File: config.mk
export PLATFORM = sky130hd
export DESIGN_NAME = os_generator
export DESIGN_NICKNAME = d
export VERILOG_FILES = /design/src/rtl/pcie_os_pkg.sv /design/src/rtl/os_symbol_lane.sv /design/src/rtl/os_generator.sv
export SDC_FILE = /design/constraint.sdc
export NUM_CORES = 1
export LEC_CHECK = 0
export ABC_AREA = 1
export CORE_MARGIN = 2
export CORE_UTILIZATION = 44
export DETAILED_ROUTE_END_ITERATION = 10
export GPL_ROUTABILITY_DRIVEN = 0
export HOLD_SLACK_MARGIN = 0.03
export PLACE_DENSITY_LB_ADDON = 0.25
export SETUP_SLACK_MARGIN = 0.2
export SYNTH_ARGS = -nofsm -noshare
export SYNTH_HDL_FRONTEND = slang
export SYNTH_SLANG_ARGS = --single-unit
File: constraint.sdc
create_clock -name Pclk -period 3.6 [get_ports Pclk]
set_clock_uncertainty 0.2 [all_clocks]
set_input_delay 0.36 -clock Pclk [delete_from_list [all_inputs] [get_ports Pclk]]
set_output_delay 0.36 -clock Pclk [all_outputs]
set_load 0.01 [all_outputs]
File: src/rtl/pcie_os_pkg.sv
// Shared ordered-set codes, symbol constants, lengths and FSM encoding.
package pcie_os_pkg;

  localparam int unsigned SYM_W   = 8;
  localparam int unsigned CNT_W   = 4;
  localparam int unsigned TS_LEN  = 16;
  localparam int unsigned SHORT_LEN = 4;

  // OSType codes, also used by the LTSSM
  localparam logic [2:0] OS_TS1  = 3'b000;
  localparam logic [2:0] OS_TS2  = 3'b001;
  localparam logic [2:0] OS_EIOS = 3'b010;
  localparam logic [2:0] OS_SKP  = 3'b011;
  localparam logic [2:0] OS_IDLE = 3'b100;

  // LaneNumber modes; the remaining codes mean PAD
  localparam logic [1:0] LANE_SEQ = 2'b01;
  localparam logic [1:0] LANE_REV = 2'b10;

  // Symbol constants
  localparam logic [SYM_W-1:0] COM    = 8'hBC;
  localparam logic [SYM_W-1:0] PAD    = 8'hF7;
  localparam logic [SYM_W-1:0] IDL    = 8'h7C;
  localparam logic [SYM_W-1:0] SKP    = 8'h1C;
  localparam logic [SYM_W-1:0] TS1_ID = 8'h4A;
  localparam logic [SYM_W-1:0] TS2_ID = 8'h45;

  typedef enum logic [1:0] {
    IDLE_ST = 2'd0,
    SEND_ST = 2'd1,
    DONE_ST = 2'd2
  } osState_t;

  // Codes above IDLE are reserved
  function automatic logic isValidType(input logic [2:0] osType);
    return osType <= OS_IDLE;
  endfunction

  // Index of the final symbol of an ordered set
  function automatic logic [CNT_W-1:0] lastSymbol(input logic [2:0] osType);
    if (osType == OS_EIOS || osType == OS_SKP) return CNT_W'(SHORT_LEN - 1);
    return CNT_W'(TS_LEN - 1);
  endfunction

endpackage

File: src/rtl/os_symbol_lane.sv
// Per-lane ordered-set symbol lookup: fields + lane index + symbol index -> {K, symbol}.
module os_symbol_lane
  import pcie_os_pkg::*;
#(
  parameter int unsigned LANESNUMBER = 16,
  parameter logic [7:0]  NFTS        = 8'd255
) (
  input  logic [2:0]       osType,
  input  logic [7:0]       linkNumber,
  input  logic [1:0]       laneMode,
  input  logic [2:0]       rate,
  input  logic             loopback,
  input  logic [4:0]       laneIndex,
  input  logic [CNT_W-1:0] symIdx,
  output logic             symK_c,
  output logic [SYM_W-1:0] symbol_c
);

  logic [4:0]       laneNum;
  logic             lanePad;
  logic [SYM_W-1:0] rateId;
  logic [SYM_W-1:0] tsId;

  // Lane number, rate identifier and TS identifier derived from the fields
  always_comb begin
    laneNum = 5'd0;
    lanePad = 1'b1;
    if (laneMode == LANE_SEQ) begin
      laneNum = laneIndex;
      lanePad = 1'b0;
    end else if (laneMode == LANE_REV) begin
      laneNum = 5'(LANESNUMBER - 1) - laneIndex;
      lanePad = 1'b0;
    end
    case (rate)
      3'd0, 3'd1: rateId = 8'h02;
      3'd2:       rateId = 8'h06;
      3'd3:       rateId = 8'h0E;
      3'd4:       rateId = 8'h1E;
      default:    rateId = 8'h3E;
    endcase
    tsId = (osType == OS_TS1) ? TS1_ID : TS2_ID;
  end

  // Symbol selection by ordered-set type and position
  always_comb begin
    symK_c   = 1'b0;
    symbol_c = '0;
    case (osType)
      OS_TS1, OS_TS2: begin
        case (symIdx)
          4'd0: begin
            symK_c   = 1'b1;
            symbol_c = COM;
          end
          4'd1: begin
            symK_c   = (linkNumber == 8'h00);
            symbol_c = (linkNumber == 8'h00) ? PAD : linkNumber;
          end
          4'd2: begin
            symK_c   = lanePad;
            symbol_c = lanePad ? PAD : {3'b000, laneNum};
          end
          4'd3:    symbol_c = NFTS;
          4'd4:    symbol_c = rateId;
          4'd5:    symbol_c = {5'b00000, loopback, 2'b00};
          default: symbol_c = tsId;
        endcase
      end
      OS_EIOS: begin
        symK_c   = 1'b1;
        symbol_c = (symIdx == '0) ? COM : IDL;
      end
      OS_SKP: begin
        symK_c   = 1'b1;
        symbol_c = (symIdx == '0) ? COM : SKP;
      end
      default: begin
        symK_c   = 1'b0;
        symbol_c = '0;
      end
    endcase
  end

endmodule

File: src/rtl/os_generator.sv
// Ordered-set generator: latches LTSSM fields on Start and emits one OS, one symbol per lane per Pclk.
module os_generator
  import pcie_os_pkg::*;
#(
  parameter int unsigned LANESNUMBER = 16,
  parameter int unsigned PIPEWIDTH   = 8,
  parameter logic [7:0]  NFTS        = 8'd255
) (
  input  logic                             Pclk,
  input  logic                             Reset,
  input  logic [2:0]                       OSType,
  input  logic [1:0]                       LaneNumber,
  input  logic [7:0]                       LinkNumber,
  input  logic [2:0]                       Rate,
  input  logic                             Loopback,
  input  logic                             OSGeneratorStart,
  output logic                             OSGeneratorBusy,
  output logic                             OSGeneratorFinish,
  output logic [PIPEWIDTH*LANESNUMBER-1:0] TxData,
  output logic [LANESNUMBER-1:0]           TxDataK,
  output logic                             TxDataValid
);

  osState_t         state, nextState;
  logic [CNT_W-1:0] count, nextCount;
  logic [2:0]       osTypeQ, selType;
  logic [7:0]       linkQ, selLink;
  logic [1:0]       laneModeQ, selLaneMode;
  logic [2:0]       rateQ, selRate;
  logic             loopbackQ, selLoopback;
  logic             accept, emit, nextBusy, nextValid, nextFinish;

  logic [PIPEWIDTH*LANESNUMBER-1:0] laneData;
  logic [LANESNUMBER-1:0]           laneK;

  // Next state, next symbol index and next output flags
  always_comb begin
    nextState  = state;
    nextCount  = count;
    accept     = 1'b0;
    emit       = 1'b0;
    nextBusy   = 1'b0;
    nextValid  = 1'b0;
    nextFinish = 1'b0;
    case (state)
      SEND_ST: begin
        if (count == lastSymbol(osTypeQ)) begin
          nextState  = DONE_ST;
          nextFinish = 1'b1;
        end else begin
          nextCount = count + 1'b1;
          emit      = 1'b1;
          nextBusy  = 1'b1;
          nextValid = 1'b1;
        end
      end
      default: begin
        // IDLE_ST and DONE_ST both accept a new request
        if (OSGeneratorStart && isValidType(OSType)) begin
          accept    = 1'b1;
          nextState = SEND_ST;
          nextCount = '0;
          emit      = 1'b1;
          nextBusy  = 1'b1;
          nextValid = 1'b1;
        end else begin
          nextState = IDLE_ST;
        end
      end
    endcase
    // Symbol 0 is built from the live inputs, later symbols from the latched copy
    selType     = accept ? OSType     : osTypeQ;
    selLink     = accept ? LinkNumber : linkQ;
    selLaneMode = accept ? LaneNumber : laneModeQ;
    selRate     = accept ? Rate       : rateQ;
    selLoopback = accept ? Loopback   : loopbackQ;
  end

  // One symbol lookup per lane
  for (genvar i = 0; i < LANESNUMBER; i++) begin : gLane
    os_symbol_lane #(
      .LANESNUMBER(LANESNUMBER),
      .NFTS       (NFTS)
    ) uLane (
      .osType    (selType),
      .linkNumber(selLink),
      .laneMode  (selLaneMode),
      .rate      (selRate),
      .loopback  (selLoopback),
      .laneIndex (5'(i)),
      .symIdx    (nextCount),
      .symK_c    (laneK[i]),
      .symbol_c  (laneData[PIPEWIDTH*i +: PIPEWIDTH])
    );
  end

  // State, counter, latched fields and registered outputs
  always_ff @(posedge Pclk or posedge Reset) begin
    if (Reset) begin
      state             <= IDLE_ST;
      count             <= '0;
      osTypeQ           <= '0;
      linkQ             <= '0;
      laneModeQ         <= '0;
      rateQ             <= '0;
      loopbackQ         <= 1'b0;
      OSGeneratorBusy   <= 1'b0;
      OSGeneratorFinish <= 1'b0;
      TxDataValid       <= 1'b0;
      TxData            <= '0;
      TxDataK           <= '0;
    end else begin
      state             <= nextState;
      count             <= nextCount;
      if (accept) begin
        osTypeQ   <= OSType;
        linkQ     <= LinkNumber;
        laneModeQ <= LaneNumber;
        rateQ     <= Rate;
        loopbackQ <= Loopback;
      end
      OSGeneratorBusy   <= nextBusy;
      OSGeneratorFinish <= nextFinish;
      TxDataValid       <= nextValid;
      TxData            <= emit ? laneData : '0;
      TxDataK           <= emit ? laneK : '0;
    end
  end

endmodule

# Yosys cells after proc, flatten, opt, wreduce, memory -nomap -nowiden
# Cells that the tools add are included.
# Widths: inputs -> output; s select.
# classes
mux,112
reduce_logical,9
order_cmp,1
eq_ne,19
add_sub_neg,1
# op_table
operator,n
$pmux 8 s6,16
$pmux 8 s3,16
$mux 8,20
$mux 128,1
$mux 5,15
$mux 4,16
$pmux 6 s4,1
$eq 3x2->1 const B,6
$mux 3,6
$mux 16,1
$mux 1,13
$mux 2,5
$eq 4x2->1 const B,2
$eq 4x3->1 const B,2
$logic_not 8->1,1
$eq 3x1->1 const B,2
$logic_not 3->1,2
$reduce_or 2->1,3
$add 4x1->4 const B,1
$eq 2x1->1 const B,2
$eq 4x1->1 const B,1
$eq 4x4->1,1
$logic_not 4->1,1
$eq 3x3->1 const B,1
7 further kinds,7
# totals
in_bits,20
out_inout_bits,147
register_bits,169
word_cells,153

# Logic depth before layout (Yosys ltp)
# Gate-level depths: netlist (run 1).
# logic_depth
ltp_word,13
mapped_depth,16
ltp_nobuf,16

# Cells and area by module
# A second synthesis (run 1) with hierarchy kept.
# unflattened
hier_cells,2504
hier_area_um2,14876.8
# by_module_without_submodules
module,seq_area_each_um2,cells_per_inst,instances,area_per_inst_um2
os_symbol_lane at gLane[0].uLane ...,0.0,120,14,558.0
os_generator,4229.1,577,1,5934.4
os_symbol_lane at gLane[8].uLane,0.0,122,1,579.3
os_symbol_lane at gLane[9].uLane,0.0,125,1,550.5

# Worst setup path before layout (run 1)
# OpenSTA, ideal clock, no wires.
# synth_path
path_kind,in2reg
startpoint,input port OSType[0]
endpoint,register TxData[119]
path_stages,10
n_path_buf,1
path_slack_ns,1.159
setup_ns,0.141
required_ns,3.259
arrival_time_ns,2.100
cell_sequence,o21ai_2 > nand2_4 > buf_6 > o21ai_0 > inv_1 > ha_1 > o211ai_2 > nand3_1 > a21oi_1 > nor2_1
# synth_via
elab_chain_len,12
elab_cells_between_ends,33
classes_between,order compare: 1; eq/ne: 10; mux: 17; reduce/logical: 5
# synth_lines
item,line_no,rtl
"start, declared",os_generator.sv:11,"input logic [2:0] OSType,"
$le 3x3->1 (*),pcie_os_pkg.sv:36,return osType <= OS_IDLE;
$logic_and 1x1->1 (*),os_generator.sv:59,if (OSGeneratorStart && isValidType(OSType)) begin
$mux 1 (*),os_generator.sv:59,
$mux 1 (*),os_generator.sv:45,case (state)
$mux 2 (*),--,
named net gLane[0].uLane.laneMode[1],os_symbol_lane.sv:10,"input logic [1:0] laneMode,"
$eq 2x2->1,os_symbol_lane.sv:31,end else if (laneMode == LANE_REV) begin
$mux 1,os_symbol_lane.sv:31,
$mux 1 (*),os_symbol_lane.sv:28,if (laneMode == LANE_SEQ) begin
$mux 8 (*),os_symbol_lane.sv:62,"symbol_c = lanePad ? PAD : {3'b000, laneNum};"
$pmux 8 s6 (*),os_symbol_lane.sv:51,case (symIdx)
$pmux 8 s3 (*),os_symbol_lane.sv:49,case (osType)
$mux 128 (*),os_generator.sv:125,TxData <= emit ? laneData : '0;
"end signal, assigned",os_generator.sv:125,
"end, declared",os_generator.sv:19,"output logic [PIPEWIDTH*LANESNUMBER-1:0] TxData,"
# The timed path passes the listed nets; every way through them passes the cells marked *.
# A chain may end at the register's enable or synchronous reset.

# Worst setup path in the final report (run 1)
# layout_path
startpoint,input port OSType[1]
endpoint,register TxData[119]
# Same word-level chain as after synthesis.

==> impl_metrics.py, run 1 <==
metrics = {
    "yosys": {
        "synthArstFlopShare": 1.00,
        "netlist_top_cells_area": "buf_4, dfrtp_1, nand2_1",
        "yosysTopAreaCell": "buf_4",
        "yosysSeqAreaShare": 0.290,
        "ys_top_cells_by_count": "buf_4, nand2_1, inv_1",
        "netlist_area_um2": 3280,
        "synthesis.nets": 444,
        "synth_edf_count": 0,
        "synth.most_common_cell": "buf_4",
        "synth_seq_cells": 38,
        "yosysWarnings": 0,
        "synth.top_cell.area_share": 0.302,
        "yosysUniqueCellTypes": 34,
        "synthCells": 419,
        "synthFlopType": "dfrtp_1",
        "syn_area_per_cell_um2": 7.82,
    },
    "placement": {
        "dpl.hpwl_mm": 5.84,
        "io_buffers": 166,
    },
    "floorplanning": {
        "placementRows": 31,
        "die_x_um": 90.3,
        "ioPinCount": 167,
        "start_util": 0.454,
        "die_h_um": 90.3,
        "die_area_um2": 8150,
        "core-area_um2": 7210,
    },
    "clock_tree": {
        "cts_tree": "built",
        "clk_latency_ps": 300,
        "clock_path_buffers": 2,
        "cts.sinks": 38,
        "clockRootBuffer": "clkbuf_8",
        "hold_buffers": 0,
        "path_clk_slew_ps": 80,
        "numCtsBuffers": 5,
        "cts_resized": 0,
        "htree_levels": 2,
        "postCtsSetupBuffers": 0,
    },
    "worst_setup_path": {
        "ff2ff_setup_slack_ps": 1000,
        "worstPathCellList": "clkdlybuf4s50_1 > o21ai_2 > nand2_4 > clkinv_4 > or2_2 > o21ai_0 > inv_1 > ha_1 > o211ai_2 > nand3_1 > a21oi_1 > nor2_1",
        "crit_path_max_incr_delay_ps": 510,
        "crit_path_end_kind": "register",
        "critical_path.top_delay_family": "buffers and inverters",
        "crit_buf_inv": 3,
        "reg2reg_depth": 12,
        "startpoint_type": "input pin",
        "r2r-end": "TxData[119]",
        "cp-startpoint": "OSType[1]",
        "required_ps": 3590,
        "critical_path_arrival_ps": 2770,
        "critPathKind": "input pin to register",
        "critPathSlowestCell": "clkdlybuf4s50_1",
        "path_max_fanout": 10,
        "rr_startpoint": "state[1]",
    },
    "timing": {
        "slew_headroom": 0.519,
        "rsz0062_at_grt": "no",
        "finalSetupTns_ps": 0,
        "worst_pin_slew_ps": 721,
        "setup_viol_count_final": 0,
        "finalCritPeriodShare": 0.773,
        "min_period_ps": 2780,
        "fmax_ghz": 0.359,
        "hold_viol": 0,
        "drv_slew": 0,
    },
    "route": {
        "drtPass1Iterations": 4,
        "vias_per_cell": 4.39,
        "drc_errors": 0,
        "vias": 2460,
        "ant_nets": 0,
        "wirelength_mm": 7.00,
        "drtIter0Drc": 101,
        "drt-wirelength-per-cell_um": 12.5,
    },
    "cells_and_area": {
        "final_nets": 486,
        "fill_cells": 668,
        "diodes": 0,
        "drive_gt1_frac": 0.119,
        "area_delta_synth_final_pct": 27.7,
        "utilization": 0.580,
    },
    "outcome": {
        "outcome": "completed",
    },
    "power": {
        "power.static_leakage_uw": 0.00192,
        "p_per_area_nw_per_um2": 1030,
        "power_frac_seq": 0.186,
        "power.internal_uw": 2330,
        "p_sw_frac": 0.460,
        "clockPowerShare": 0.085,
        "p_sw_uw": 1980,
        "comb_power_share": 0.729,
        "irDropWorstVdd_mv": 0.514,
    },
    "global_route": {
        "grt_pass1_vias": 2335,
        "use_met2": 0.318,
        "grt_antenna_before_repair": 0,
        "grt_max_degree": 21,
        "gr-usage-met1": 0.200,
        "top_usage_layer": "met2",
        "grt_usage": 0.174,
        "grt_pass1_wl_mm": 11.8,
        "grt-ovfl-total": 0,
        "use_met3": 0.0467,
    },
    "min_path": {
        "hp-class": "input pin to async pin",
    },
    "flow_run": {
        "maxCapViolCount": 0,
    },
}
## stage by stage
| step | area [µm²] | hold slack (ps) | cells | total power (µW) | setup WS (ps) |
|---|---|---|---|---|---|
| global route | 4190 | 297 | 561 | 4680 | 561 |
| floorplan | 3280 | 243 | 419 | 3170 | 1160 |
| global placement | 4070 | 255 | 553 | 3930 | 582 |
| CTS | 4190 | 283 | 561 | 4360 | 820 |
| detailed placement | 4070 | 265 | 553 | 3980 | 514 |
| finish | 4190 | 276 | 561 | 4310 | 818 |
## flip-flops by register name (all words and copies together), names as in the netlist
signal,cells
state,2
TxDataK,1
TxDataValid,1
count,4
TxData,12
loopbackQ,1
OSGeneratorFinish,1
linkQ,8
laneModeQ,2
rateQ,3
osTypeQ,3
## power by group through the flow
| stage | Combinational (µW) | Sequential (µW) | Clock (µW) |
|---|---|---|---|
| after floorplan | 2350 | 812 | 0 |
| after global placement | 3120 | 807 | 0 |
| after detailed placement | 3160 | 822 | 0 |
| after CTS | 3170 | 813 | 375 |
| after global routing | 3440 | 848 | 391 |
| final | 3140 | 803 | 367 |
## worst register-to-register path, delay by kind of cell, from the launching register on
| kind | cells | cell delay (ps) |
|---|---|---|
| adders and majority gates | 1 | 330 |
| and+or+nand+nor | 4 | 590 |
| buffers and inverters | 3 | 330 |
| AOI/OAI and AO/OA | 4 | 620 |
| DFF | 1 | 420 |
## cell families after synthesis
group | share of synthesized area
adders and majority gates | 0.0191
and+or+nand+nor | 0.233
xor gates and xnor gates | 0.00267
AOI/OAI and AO/OA | 0.0745
DFF | 0.290
buffers and inverters | 0.380
## cell usage in the layout, fill, tap and decap left out, types with 2 or more instances in the layout
cell type        instances
o211ai_1                 5
nand3_1                 13
nand2_2                  5
clkinvlp_4               2
nand3b_1                 7
inv_1                   48
o21ai_0                  5
nor2_2                   2
inv_2                    8
nand2_1                 72
clkbuf_8                 5
nand2_4                  8
o21ai_2                  5
a21oi_1                 12
nand3_2                  2
buf_4                    3
nor2_4                   2
nor2_8                   2
o21ai_1                  4
ha_1                     5
nor2_1                  20
nand4_1                  7
clkinv_1                 2
or2_2                    3
clkdlybuf4s50_1        166
dfrtp_1                 38
## area by class of cell
cell class,instances,area (µm²),area share
Tap cell,99,124,0.0296
Multi-Input combinational cell,187,1080,0.258
Inverter,60,233,0.0556
Clock buffer,5,68.8,0.0164
Sequential cell,38,951,0.227
Clock inverter,3,45.0,0.0108
Timing Repair Buffer,169,1680,0.402
## metal layers
layer / vias to the layer above / share of wire
met5: - / 0
met4: 0 / 0.013
met3: 11 / 0.068
met2: 90 / 0.51
met1: 1115 / 0.41
li1: 1244 / -
## worst max-delay path by stage
stage	slack [ps]	cells after the start	end
floorplan	1160	10	TxData[119]
global placement	580	12	TxData[119]
detailed placement	510	12	TxData[119]
CTS	820	12	TxData[119]
global route	560	10	TxData[119]
finish	820	12	TxData[119]
Note: power is estimated with default switching activity, not from simulation.
==> run 2: changes to the inputs <==
Settings changed: CORE_UTILIZATION 44 to 41.
Clock period 3.6 ns to 2.7 ns, I/O delays scaled along.
==> run 2 against run 1 <==
Net effect: utilization decreased by 2.5 points; worst setup slack lost 490 ps; non-clock buffer count rose by 10; critical endpoint is now TxDataK[14]; largest cell class unchanged.
==> impl_metrics.py, run 2 (same netlist as run 1, synthesis figures left out) <==
metrics = {
    "worst_setup_path": {
        "path_max_fanout": 5,
        "required_ps": 2680,
        "critPathKind": "input pin to register",
        "worstPathCellList": "clkdlybuf4s50_1 > o21ai_2 > nand2_4 > clkinv_4 > or2_2 > o21ai_0 > inv_1 > ha_1 > o211ai_1 > o21ai_0 > o21ai_0 > inv_1",
        "critPathSlowestCell": "clkdlybuf4s50_1",
        "critical_path.top_delay_family": "buffers and inverters",
        "crit_buf_inv": 4,
        "crit_path_end_kind": "register",
        "startpoint_type": "input pin",
        "critical_path_arrival_ps": 2350,
        "crit_path_max_incr_delay_ps": 490,
        "crit_top_cell": "o21ai_0",
    },
    "power": {
        "irDropWorstVdd_mv": 0.601,
        "power.static_leakage_uw": 0.00197,
        "report.power.total_uw": 5930,
        "p_per_area_nw_per_um2": 1380,
    },
    "timing": {
        "drv_slew": 0,
        "finalCritPeriodShare": 0.879,
        "finalSetupTns_ps": 0,
        "min_period_ps": 2370,
        "slew_headroom": 0.683,
        "setup_viol_count_final": 0,
        "fmax_ghz": 0.422,
        "worst_pin_slew_ps": 473,
        "hold_viol": 0,
        "rsz0062_at_grt": "yes",
    },
    "route": {
        "drtPass1Iterations": 4,
        "vias": 2518,
        "drt-wirelength-per-cell_um": 12.2,
        "vias_per_cell": 4.39,
        "ant_nets": 0,
        "drtIter0Drc": 89,
        "drc_errors": 0,
        "wirelength_mm": 7.03,
    },
    "clock_tree": {
        "numCtsBuffers": 5,
        "clock_path_buffers": 2,
        "clockRootBuffer": "clkbuf_8",
        "cts.sinks": 38,
        "cts_tree": "built",
        "path_clk_slew_ps": 80,
        "clk_latency_ps": 290,
        "htree_levels": 2,
    },
    "cells_and_area": {
        "top_register": "TxData",
        "final_nets": 496,
        "area_delta_synth_final_pct": 31.0,
        "final_cells": 574,
        "utilization": 0.555,
        "largest_register_ffs": 12,
        "top_regs": "TxData: 12 flops, linkQ: 8 flops, count: 4 flops",
        "stdcell_area_um2": 4290,
        "drive_gt1_frac": 0.146,
        "layout.cells.most_common": "clkdlybuf4s50_1",
        "diodes": 0,
        "layout_common_cells": "clkdlybuf4s50_1, nand2_1, inv_1, dfrtp_1, nor2_1",
    },
    "outcome": {
        "outcome": "completed",
    },
    "global_route": {
        "grt_usage": 0.158,
        "grt_pass1_wl_mm": 11.1,
        "grt_max_degree": 39,
        "grt-ovfl-total": 0,
        "grt_pass1_vias": 2307,
        "grt_antenna_before_repair": 0,
    },
    "placement": {
        "io_buffers": 166,
        "placed_cells": 562,
        "place_area_um2": 4120,
        "dpl.hpwl_mm": 5.59,
    },
    "floorplanning": {
        "die_h_um": 93.4,
        "ioPinCount": 167,
        "die_area_um2": 8720,
        "start_util": 0.424,
        "core-area_um2": 7730,
        "placementRows": 32,
        "die_x_um": 93.4,
    },
    "min_path": {
        "hp-class": "input pin to async pin",
    },
    "flow_run": {
        "maxCapViolCount": 0,
    },
}
run 2: cell type report:
class                   count  area [µm²]
fillers                   686        3440
clock buffers               5        68.8
well taps                 102         128
multi-input cells         187        1110
inverters                  60         233
flip-flops and latches     38         952
repair buffers            179        1760
clock inverters             3        45.0
run 2: worst register-to-register path: cells and delay by family, from the launching register on:
| kind | cells | cell delay [ps] |
|---|---|---|
| flops | 1 | 420 |
| buf+inv | 4 | 300 |
| compound gates | 5 | 630 |
| simple gates | 2 | 360 |
| fa+ha+maj | 1 | 330 |
run 2: worst paths after layout:
kind / from / to / slack, ps / cells past startpoint
worst max-delay path: OSType[0] / TxDataK[14] / 330 / 12
worst min-delay path: Reset / TxData[121] / 190 / 3
worst max register to register: state[1] / TxDataK[14] / 350 / 12
worst min register to register: rateQ[0] / rateQ[0] / 280 / 2
max in group asynchronous: Reset / count[0] / 1750 / 3
min in group Pclk: rateQ[0] / rateQ[0] / 280 / 2
run 2: repair_timing:
action,CTS,global route
gates resized for setup,0,7
endpoints found under the setup margin,0,12
hold buffers,0,0
buffers inserted,0,4
run 2: metal layers:
| layer | up-vias | share of wire | GRT usage |
|---|---|---|---|
| met4 | 0 | 0.017 | 0.0600 |
| met2 | 102 | 0.52 | 0.284 |
| li1 | 1259 | - | - |
| met1 | 1142 | 0.39 | 0.181 |
| met5 | - | 0 | 0 |
| met3 | 15 | 0.074 | 0.0379 |
run 2: where the power goes:
| group | internal (µW) | leakage, µW | total [µW] | switching (µW) |
|---|---|---|---|---|
| registers | 816 | 0.000462 | 1090 | 272 |
| logic | 2140 | 0.00146 | 4350 | 2210 |
| clock network | 275 | 0.0000504 | 489 | 215 |
| total | 3230 | 0.00197 | 5930 | 2700 |
run 2: stage by stage:
step | hold WS, ps | worst slack (ps)
3_5_place_dp | 267 | 26.5
2_1_floorplan | 200 | 298
6_report | 193 | 328
3_3_place_gp | 256 | 80.1
4_1_cts | 211 | 240
5_1_grt | 249 | 180
==> run 3: changes to the inputs <==
Settings changed: CORE_MARGIN 2 to 5, CORE_UTILIZATION 41 to 44.
Clock period 2.7 ns to 2.8 ns, I/O delays scaled along.
==> run 3 against run 2 <==
Net effect: final area down 1.0%; combinational power down 2%; worst hold slack better by 20 ps; utilization up 3.0 points; via count up 1.1%; critical endpoint is now TxData[119].
==> impl_metrics.py, run 3 (same netlist as run 1, synthesis figures left out) <==
metrics = {
    "route": {
        "drc_errors": 0,
        "vias_per_cell": 4.46,
        "drtPass1Iterations": 4,
        "wirelength_mm": 8.03,
        "drtIter0Drc": 76,
        "drt-wirelength-per-cell_um": 14.1,
        "ant_nets": 0,
        "vias": 2545,
    },
    "floorplanning": {
        "ioPinCount": 167,
        "die_area_um2": 9270,
        "die_x_um": 96.3,
        "die_h_um": 96.3,
        "placementRows": 31,
        "core-area_um2": 7250,
        "start_util": 0.452,
    },
    "worst_setup_path": {
        "path_max_fanout": 4,
        "rr_startpoint": "count[0]",
        "required_ps": 2750,
        "reg2reg_depth": 15,
        "critPathKind": "input pin to register",
        "ff2ff_setup_slack_ps": 400,
        "startpoint_type": "input pin",
        "r2r-end": "TxData[26]",
        "crit_path_end_kind": "register",
        "critical_path_arrival_ps": 2390,
    },
    "clock_tree": {
        "path_clk_slew_ps": 80,
        "clockRootBuffer": "clkbuf_8",
        "hold_buffers": 0,
        "htree_levels": 2,
        "clk_latency_ps": 290,
        "cts_tree": "built",
        "cts.sinks": 38,
        "numCtsBuffers": 5,
        "clock_path_buffers": 2,
    },
    "power": {
        "power.static_leakage_uw": 0.00196,
        "p_per_area_nw_per_um2": 1340,
        "irDropWorstVdd_mv": 0.434,
    },
    "cells_and_area": {
        "diodes": 0,
        "layout.cells.most_common": "clkdlybuf4s50_1",
        "layout_common_cells": "clkdlybuf4s50_1, nand2_1, inv_1, dfrtp_1, nor2_1",
        "fill_cells": 663,
        "largest_register_ffs": 12,
        "final_nets": 495,
        "area_delta_synth_final_pct": 29.6,
        "multi_input_area_um2": 1090,
        "seqCellArea_um2": 951,
        "drive_gt1_frac": 0.140,
        "top_regs": "TxData: 12 flops, linkQ: 8 flops, count: 4 flops",
        "top_register": "TxData",
    },
    "timing": {
        "hold_viol": 0,
        "fmax_ghz": 0.410,
        "slew_headroom": 0.481,
        "finalSetupTns_ps": 0,
        "whs_ps": 213,
        "finalCritPeriodShare": 0.872,
        "drv_slew": 0,
        "setup_viol_count_final": 0,
        "min_period_ps": 2440,
        "rsz0062_at_grt": "no",
        "worst_pin_slew_ps": 775,
    },
    "min_path": {
        "hp-class": "input pin to async pin",
    },
    "global_route": {
        "grt_usage": 0.160,
        "grt_max_degree": 39,
        "grt_antenna_before_repair": 0,
        "grt_pass1_vias": 2363,
        "grt_pass1_wl_mm": 11.6,
        "grt-ovfl-total": 0,
    },
    "placement": {
        "dpl.hpwl_mm": 6.46,
        "io_buffers": 166,
    },
    "flow_run": {
        "maxCapViolCount": 0,
    },
    "outcome": {
        "outcome": "completed",
    },
}
[run 3: per-layer routing]
layer,vias up,track usage,share of wire
met1,1167,0.177,0.36
met5,-,0,0
met2,106,0.298,0.52
li1,1255,-,-
met4,0,0.0561,0.019
met3,17,0.0360,0.096
[run 3: critical path: stages]
cell             delay, ps
clkdlybuf4s50_1        520
o21ai_2                 90
nand2_4                110
clkinv_4                50
or2_2                  260
o21ai_0                120
inv_1                  120
ha_1                   330
o211ai_2               230
nand3_1                100
a21oi_1                130
nor2_1                  50
[run 3: cell type report]
class	count	area share
Clock inverter	2	0.00295
Tap cell	99	0.0292
Inverter	60	0.0548
Sequential cell	38	0.224
Timing Repair Buffer	178	0.412
Multi-Input combinational cell	187	0.257
Clock buffer	6	0.0194
[run 3: report_power, final]
part	internal, µW	switching [µW]
Clock	198	205
Sequential	785	256
Combinational	2050	2190
Total	3040	2660
[run 3: through the flow]
step	cell area (µm²)	power [µW]	setup slack [ps]	util	std cells
after floorplan	3280	4070	398	-	419
after global placement	4100	5100	99.1	0.565	557
after detailed placement	4100	5190	53.1	0.565	557
after CTS	4200	5610	309	0.579	565
after global routing	4250	6150	223	0.585	570
final	4250	5690	359	0.585	570
[run 3: repair_timing]
| action | CTS | global route |
|---|---|---|
| buffers inserted | 0 | 5 |
| setup endpoints to repair | 0 | 10 |
| resized for setup | 0 | 3 |
[run 3: how the worst max path moves through the flow]
stage / start / to / cells after the start / slack (ps)
2_1_floorplan: state[1] / TxData[119] / 11 / 400
3_5_place_dp: OSType[1] / TxData[119] / 12 / 50
6_report: OSType[1] / TxData[119] / 12 / 360
5_1_grt: count[0] / TxData[125] / 14 / 220
3_3_place_gp: OSType[1] / TxData[119] / 12 / 100
4_1_cts: count[0] / TxData[26] / 15 / 310
